===== src/rtl/multisim_rw_mem.sv =====
// Parametrised single-port memory command handler.
// Accepts one read/write command at a time over a valid/ready channel and
// returns exactly one response per command over a second valid/ready channel.
// Writes are byte-strobed and commit at the accept edge. A programmable number
// of access wait states can be inserted between accept and response.
// Addresses at or beyond DEPTH are reported as errors and leave memory untouched.
module multisim_rw_mem #(
  parameter int ADDR_W   = 8,
  parameter int DATA_W   = 8,
  parameter int DEPTH    = 256,
  parameter int WAIT_CYC = 0
) (
  input  logic                  clk,
  input  logic                  rst_n,
  input  logic                  cmd_vld,
  output logic                  cmd_rdy,
  input  logic                  cmd_rwb,
  input  logic [ADDR_W-1:0]     cmd_address,
  input  logic [DATA_W-1:0]     cmd_wdata,
  input  logic [DATA_W/8-1:0]   cmd_wstrb,
  output logic                  rsp_vld,
  input  logic                  rsp_rdy,
  output logic [DATA_W-1:0]     rsp_data,
  output logic                  rsp_err
);

  localparam int              NB      = DATA_W / 8;
  localparam logic [ADDR_W:0] DEPTH_L = (ADDR_W + 1)'(DEPTH);
  localparam logic [3:0]      WAIT_L  = 4'(WAIT_CYC);

  typedef enum logic [1:0] {
    ST_INIT   = 2'd0,
    ST_IDLE   = 2'd1,
    ST_ACCESS = 2'd2,
    ST_RESP   = 2'd3
  } state_t;

  state_t              state_r;
  state_t              state_nx_s;
  logic [3:0]          cnt_r;
  logic [3:0]          cnt_nx_s;

  // Command fields captured at accept.
  logic [ADDR_W-1:0]   addr_r;
  logic                rwb_r;
  logic                err_r;

  // Registered outputs.
  logic                cmd_rdy_r;
  logic                rsp_vld_r;
  logic [DATA_W-1:0]   rsp_data_r;
  logic                rsp_err_r;

  logic                accept_s;
  logic                in_range_s;
  logic                rsp_hs_s;
  logic                rsp_load_s;
  logic [DATA_W-1:0]   rsp_data_nx_s;

  // Storage; deliberately not reset so contents survive rst_n.
  logic [DATA_W-1:0]   mem_r [DEPTH];

  assign cmd_rdy  = cmd_rdy_r;
  assign rsp_vld  = rsp_vld_r;
  assign rsp_data = rsp_data_r;
  assign rsp_err  = rsp_err_r;

  // Handshake and range decode.
  always_comb begin
    accept_s   = cmd_vld && cmd_rdy_r;
    in_range_s = ({1'b0, cmd_address} < DEPTH_L);
    rsp_hs_s   = rsp_vld_r && rsp_rdy;
    // First RESP cycle: the response payload is loaded here, rsp_vld follows.
    rsp_load_s = (state_r == ST_RESP) && !rsp_vld_r;
  end

  // Response payload: read data only for in-range reads, zero otherwise.
  always_comb begin
    rsp_data_nx_s = {DATA_W{1'b0}};
    if (rwb_r && !err_r) begin
      rsp_data_nx_s = mem_r[addr_r];
    end else begin
      rsp_data_nx_s = {DATA_W{1'b0}};
    end
  end

  // Next-state logic for the command FSM and the wait-state counter.
  always_comb begin
    state_nx_s = state_r;
    cnt_nx_s   = cnt_r;
    case (state_r)
      ST_INIT: begin
        state_nx_s = ST_IDLE;
      end
      ST_IDLE: begin
        if (accept_s) begin
          cnt_nx_s   = 4'd0;
          state_nx_s = (WAIT_CYC > 0) ? ST_ACCESS : ST_RESP;
        end else begin
          state_nx_s = ST_IDLE;
        end
      end
      ST_ACCESS: begin
        if ((cnt_r + 4'd1) == WAIT_L) begin
          state_nx_s = ST_RESP;
        end else begin
          cnt_nx_s   = cnt_r + 4'd1;
          state_nx_s = ST_ACCESS;
        end
      end
      ST_RESP: begin
        if (rsp_hs_s) begin
          state_nx_s = ST_IDLE;
        end else begin
          state_nx_s = ST_RESP;
        end
      end
      default: begin
        state_nx_s = ST_INIT;
        cnt_nx_s   = 4'd0;
      end
    endcase
  end

  // State, captured command and registered outputs.
  always_ff @(posedge clk or negedge rst_n) begin
    if (!rst_n) begin
      state_r    <= ST_INIT;
      cnt_r      <= 4'd0;
      addr_r     <= {ADDR_W{1'b0}};
      rwb_r      <= 1'b0;
      err_r      <= 1'b0;
      cmd_rdy_r  <= 1'b0;
      rsp_vld_r  <= 1'b0;
      rsp_data_r <= {DATA_W{1'b0}};
      rsp_err_r  <= 1'b0;
    end else begin
      state_r   <= state_nx_s;
      cnt_r     <= cnt_nx_s;
      // Ready only while idle and not accepting; this forces one bubble per command.
      cmd_rdy_r <= (state_r == ST_IDLE) && !accept_s;
      // Valid stays up through a stall and drops on the handshake edge.
      rsp_vld_r <= (state_r == ST_RESP) && !rsp_hs_s;
      if (accept_s) begin
        addr_r <= cmd_address;
        rwb_r  <= cmd_rwb;
        err_r  <= !in_range_s;
      end
      if (rsp_load_s) begin
        rsp_data_r <= rsp_data_nx_s;
        rsp_err_r  <= err_r;
      end
    end
  end

  // Byte-strobed write committed at the accept edge, in-range only.
  always_ff @(posedge clk) begin
    for (int b = 0; b < NB; b++) begin
      if (accept_s && !cmd_rwb && in_range_s && cmd_wstrb[b]) begin
        mem_r[cmd_address][b*8 +: 8] <= cmd_wdata[b*8 +: 8];
      end
    end
  end

endmodule


===== config.mk =====
export PLATFORM = sky130hd
export DESIGN_NAME = multisim_rw_mem
export DESIGN_NICKNAME = d
export VERILOG_FILES = /design/src/rtl/multisim_rw_mem.sv
export SDC_FILE = /design/constraint.sdc
export NUM_CORES = 2
export LEC_CHECK = 0
export CORE_AREA = 2 2 573 575
export CTS_CLUSTER_DIAMETER = 60
export DETAILED_ROUTE_END_ITERATION = 10
export DIE_AREA = 0 0 575 577
export GPL_TIMING_DRIVEN = 0
export MAX_ROUTING_LAYER = met4
export PLACE_DENSITY_LB_ADDON = 0.25
export SLEW_MARGIN = 40
export SYNTH_ARGS = -nofsm -noshare
export SYNTH_HDL_FRONTEND = slang
export SYNTH_SLANG_ARGS = --single-unit
export TNS_END_PERCENT = 30

===== constraint.sdc =====
create_clock -name clk -period 4.9 [get_ports clk]
set_clock_uncertainty 0.05 [all_clocks]
set_input_delay 1.47 -clock clk [delete_from_list [all_inputs] [get_ports clk]]
set_output_delay 1.47 -clock clk [all_outputs]
set_load 0.01 [all_outputs]

# --- After elaboration in Yosys (flattened, before gate mapping) ---
# Memory sizes are Yosys's and may differ from the RTL's.
# Index checks and enable logic that the tools add are counted.
word_totals:
  n_memories: 1
  out_inout_bits: 11
  inputBits: 22
  mem_bits_rw: 2048
  register_bits: 25
mem_list:
  columns: ["memory", "depth", "word_bits", "read_ports", "rd_clocked_by_memory_dff", "wr", "line_no", "source"]
  rows:
  - ["mem_r", 256, 8, 1, 0, 1, "61", "logic [DATA_W-1:0] mem_r [DEPTH];"]
op_classes:
  add_sub_neg: 1
  reduce_logical: 15
  muxes: 10
  n_eq_ne: 5
op_table:
  columns: ["op", "count"]
  rows:
  - ["$mux W4", 2]
  - ["$mux W8", 1]
  - ["$pmux W2 S4", 1]
  - ["$pmux W4 S2", 1]
  - ["$logic_and A1 B1 Y1", 7]
  - ["$add A4 B1 Y4 const B", 1]
  - ["$eq A2 B2 Y1 const B", 2]
  - ["$logic_not A1 Y1", 4]
  - ["$logic_not A4 Y1", 1]
  - ["$mux W2", 2]
  - ["$ne A2 B2 Y1 const B", 2]
  - ["$mux W1", 3]
  - ["$reduce_and A3 Y1", 1]
  - ["$eq A2 B1 Y1 const B", 1]
  - ["$logic_not A2 Y1", 1]
  - ["$reduce_bool A2 Y1", 1]

# --- Depth between registers and ports, before layout ---
logic_depth:
  ltp_word: 5
  mapped_depth: 12
  mapped_depth_nobuf: 7

# --- Least setup slack after synthesis ---
# No wires, ideal clock.
synth_path:
  path_kind: "input to register"
  start: "input port cmd_vld"
  end: "memory mem_r[63][0], enable pin"
  cell_stages: 6
  t_required_ps: 4480
  path_slack_ps: 1408
  t_arrival_ps: 3072
  cell_sequence: "nand2_1 nor3b_1 nor3b_1 nand3_1 clkbuf_1 nor2_1"
synth_between:
  elab_chain_cells: 5
synth_rtl:
  columns: ["element", "line_no", "source"]
  rows:
  - ["start: declaration", "15", "input logic cmd_vld,"]
  - ["$logic_and A1 B1 Y1", "70", "accept_s = cmd_vld && cmd_rdy_r;"]
  - ["$logic_and A1 B1 Y1 (2 in a row)", "159", "if (accept_s && !cmd_rwb && in_range_s && cmd_wstrb[b]) begin"]
  - ["$mux W1", "159", null]
  - ["$mux W1 (implied by the code)", "160", "mem_r[cmd_address][b*8 +: 8] <= cmd_wdata[b*8 +: 8];"]
  - ["end: declaration", "61", null]
# Every way passes these cells.

# --- Final worst setup path ---
layout_path:
  start: "register addr_r[0]"
  end: "register rsp_data_r[1], in the netlist rsp_data[1]"
layout_between:
  elab_chain_cells: 2
layout_rtl:
  columns: ["element", "line_no", "source"]
  rows:
  - ["start: declaration", "44", "logic [ADDR_W-1:0] addr_r;"]
  - ["start signal: assignment", "130", "addr_r <= {ADDR_W{1'b0}};"]
  - ["start signal: assignment", "145", "addr_r <= cmd_address;"]
  - ["$mem_v2 Z256 W8", null, null]
  - ["$mux W8", "80", "if (rwb_r && !err_r) begin"]
  - ["end signal: assignment", "135", "rsp_data_r <= {DATA_W{1'b0}};"]
  - ["end signal: assignment", "150", "rsp_data_r <= rsp_data_nx_s;"]
  - ["end: declaration", "51", "logic [DATA_W-1:0] rsp_data_r;"]
# Every way passes these cells.
# A chain may end at the register's enable or synchronous reset.

==> impl_metrics.yaml <==
outcome:
  status: "complete, but fails checks"
  violations: "negative setup slack"
power:
  pwr-share-seq: 0.332
  leakage_uw: 0.0303
  switching_share: 0.400
  power_density_nw_per_um2: 613
  power_frac_comb: 0.391
  p_total_uw: 59400
  p_clk_frac: 0.277
  p_int_uw: 35600
  power.switching_uw: 23800
  ir_drop_v: 0.000385
cts:
  h-tree-depth: 4
  clk_pin_slew_worst_paths_ns: 0.06
  max-clock-path-buffers: 3
  cts_hold_buffers: 0
  numCtsBuffers: 219
  cts_sinks: 2073
  cts_tree: "yes"
  clkLatencyLatePin_ns: 0.90
  postCtsSetupBuffers: 0
  clock-root-buffer: "clkbuf_16"
routing:
  wl_per_cell_um: 38.0
  ant_nets: 0
  drt-total-wl_mm: 342
  drtIter0Drc: 6863
  dr.pass1.iters: 6
  drc: 0
  drt-vias-per-instance: 5.17
  vias: 46500
sta:
  worst_pin_slew_ns: 1.01
  rsz0062_at_grt: "no"
  holdWs_ns: 0.462
  period_minus_slack_ns: 5.00
  max_freq_ghz: 0.200
  fin_crit_sh: 1.02
  final.setup.worst_slack_ns: -0.0954
  setup_viol: 1
  drv_slew: 0
  finalHoldViolCount: 0
  relSlewSlack: 0.320
floorplanning:
  rows: 210
  initial_utilization: 0.249
  die_area_um2: 332000
  core_area_um2: 326000
  die_w_um: 575
  die_h_um: 577
  io_pins: 33
synth:
  synth_ff_type: "edfxtp_1"
  async_flop_share: 0.0121
  avgSynthCellArea_um2: 19.6
  ys_seq_area_frac: 0.767
  synth_cell_types: 60
  yosysWarnings: 0
  synth-seq-cells: 2073
  synth_cells: 4125
  synth-edff-count: 2048
  syn_area_um2: 81000
  syn_nets: 4149
final_layout:
  synthToLayoutAreaGrowth_pct: 19.7
  drive_gt1_frac: 0.259
  nNetsFinal: 4493
worst_setup_path:
  path_class: "register to register"
  required_ns: 5.64
  startpoint_type: "register"
  critPathMaxFanout: 10
  arrival_ns: 5.74
  r2r_slack_ns: -0.1
  critical_path.startpoint: "addr_r[0]$_DFFE_PN0P_"
  reg2reg_from: "addr_r[0]$_DFFE_PN0P_"
  reg2regPathDepth: 11
  cp-end-kind: "register"
  r2r-end: "rsp_data[1]$_DFFE_PN0P_"
min_path:
  whs_path_depth: 1
  worstHoldPathType: "register to register"
  hold_end: "rsp_vld$_DFF_PN0_"
  worstHoldStart: "rsp_vld$_DFF_PN0_"
global_route:
  grt_pass1_vias: 44000
  antenna_found_initial: 21
  overflow: 0
  track_usage: 0.208
  grt_max_degree: 93
  grt_first_pass_wirelength_mm: 440
placement:
  gp_congestion: 0.988
  port_buffers: 31
  dpl.hpwl_mm: 237
  dp_slack_ns: -1.02
job:
  maxCapViolations: 0
[worst max-delay path: stages (launching register included)]
cell and delay [ns]:
dfrtp_1 0.38, buf_6 0.27, buf_4 0.46, buf_4 0.57, buf_4 0.53, mux2i_1 0.26
o221ai_1 0.19, a21oi_1 0.20, nor3_1 0.13, o21ai_0 0.76, o2111ai_1 0.60, a31o_1 0.36
[how the worst max path moves through the flow]
stage / end / cells after the start
floorplan: mem_r[63][0]$_DFFE_PP_ / 6
global placement: mem_r[12][5]$_DFFE_PP_ / 1
detailed placement: mem_r[156][1]$_DFFE_PP_ / 8
CTS: mem_r[156][0]$_DFFE_PP_ / 8
global route: rsp_data[1]$_DFFE_PN0P_ / 11
finish: rsp_data[1]$_DFFE_PN0P_ / 11
[power groups by stage]
stage | registers, µW | clock network [µW] | logic (µW)
floorplan | 20000 | 0 | 9550
global placement | 20300 | 0 | 21300
detailed placement | 20100 | 0 | 22600
CTS | 19700 | 16600 | 22600
global route | 19700 | 17200 | 22900
finish | 19700 | 16500 | 23200
[flip-flops by register name (all words and copies together), names as in the netlist]
signal,cells
addr_r,8
rwb_r,1
cmd_rdy,1
rsp_vld,1
cnt_r,4
rsp_data,8
state_r,2
mem_r,2048
[area by class of cell]
cell class / count / area [µm²]
Inverter: 6 / 22.5
Clock inverter: 124 / 1180
Buffer: 254 / 1700
Multi-Input combinational cell: 1792 / 18000
Fill cell: 31800 / 229000
Antenna cell: 10 / 25.0
Timing Repair Buffer: 123 / 2560
Tap cell: 4346 / 5440
Clock buffer: 280 / 5840
Sequential cell: 2073 / 62100
[cells by family (layout without fill, tap and decap cells)]
logic type / after synthesis / after routing / synth area share
flops: 2073 / 2073 / 0.767
mux: 759 / 759 / 0.142
compound gates: 537 / 537 / 0.0465
simple gates: 491 / 491 / 0.0259
buf+inv: 260 / 787 / 0.0184
fa+ha+maj: 2 / 2 / 0.000309
xor+xnor: 2 / 2 / 0.000216
other cells: 1 / 11 / 0.0000463
[routing by layer]
metal	track usage	wire length [µm]	share of wire	vias up
li1	-	-	-	17900
met1	0.262	138000	0.40	25400
met2	0.316	157000	0.46	2540
met3	0.0476	29600	0.086	652
met4	0.0992	18400	0.054	0
met5	-	0	0	-
[synthesized netlist by cell type (43+ instances only)]
cell / number / area share
clkbuf_1: 138 / 0.0064
nand2_1: 57 / 0.0026
mux2i_1: 440 / 0.054
o221ai_1: 197 / 0.021
a21oi_1: 105 / 0.0065
o22ai_1: 113 / 0.0087
buf_6: 43 / 0.0060
nor3_1: 63 / 0.0039
nor2_1: 298 / 0.014
o21ai_0: 46 / 0.0028
mux4_2: 308 / 0.086
edfxtp_1: 2048 / 0.76
[placed cells by master, fill, tap and decap left out, drive strengths merged, types with 4 or more instances in the layout]
cell type and count:
edfxtp 2048, mux2i 440, clkbuf 419, mux4 308, nor2 298, buf 216, o221ai 197, o22ai 113
a21oi 105, clkinv 97, nor3 63, nand2 57, o21ai 53, dfrtp 25, clkdlybuf4s50 22, nand3 20
bufinv 14, inv 14, a31oi 13, mux2 11, diode 10, a211oi 10, and2 9, nor2b 8
nor4 8, nand4 6, o211ai 6, a221oi 6, o2111ai 5, a22o 5, clkinvlp 5, a211o 4
nor3b 4
[what timing repair did]
| action | CTS | global route |
|---|---|---|
| endpoints found under the hold margin | 0 | 0 |
| pin swaps | 0 | 0 |
| gates resized for setup | 0 | 3 |
| setup endpoints to repair | 24 | 14 |
[through the flow]
step	instances	utilization	TNS [ns]	area, µm²
2_1_floorplan	4125	-	0	81000
3_3_place_gp	8502	0.266	-	86700
3_5_place_dp	8593	0.275	-576.04	89700
4_1_cts	8997	0.297	-1.04	96800
5_1_grt	9004	0.298	0	96900
6_report	9008	0.298	-0.0954	96900
(Power assumes the default switching activity.)
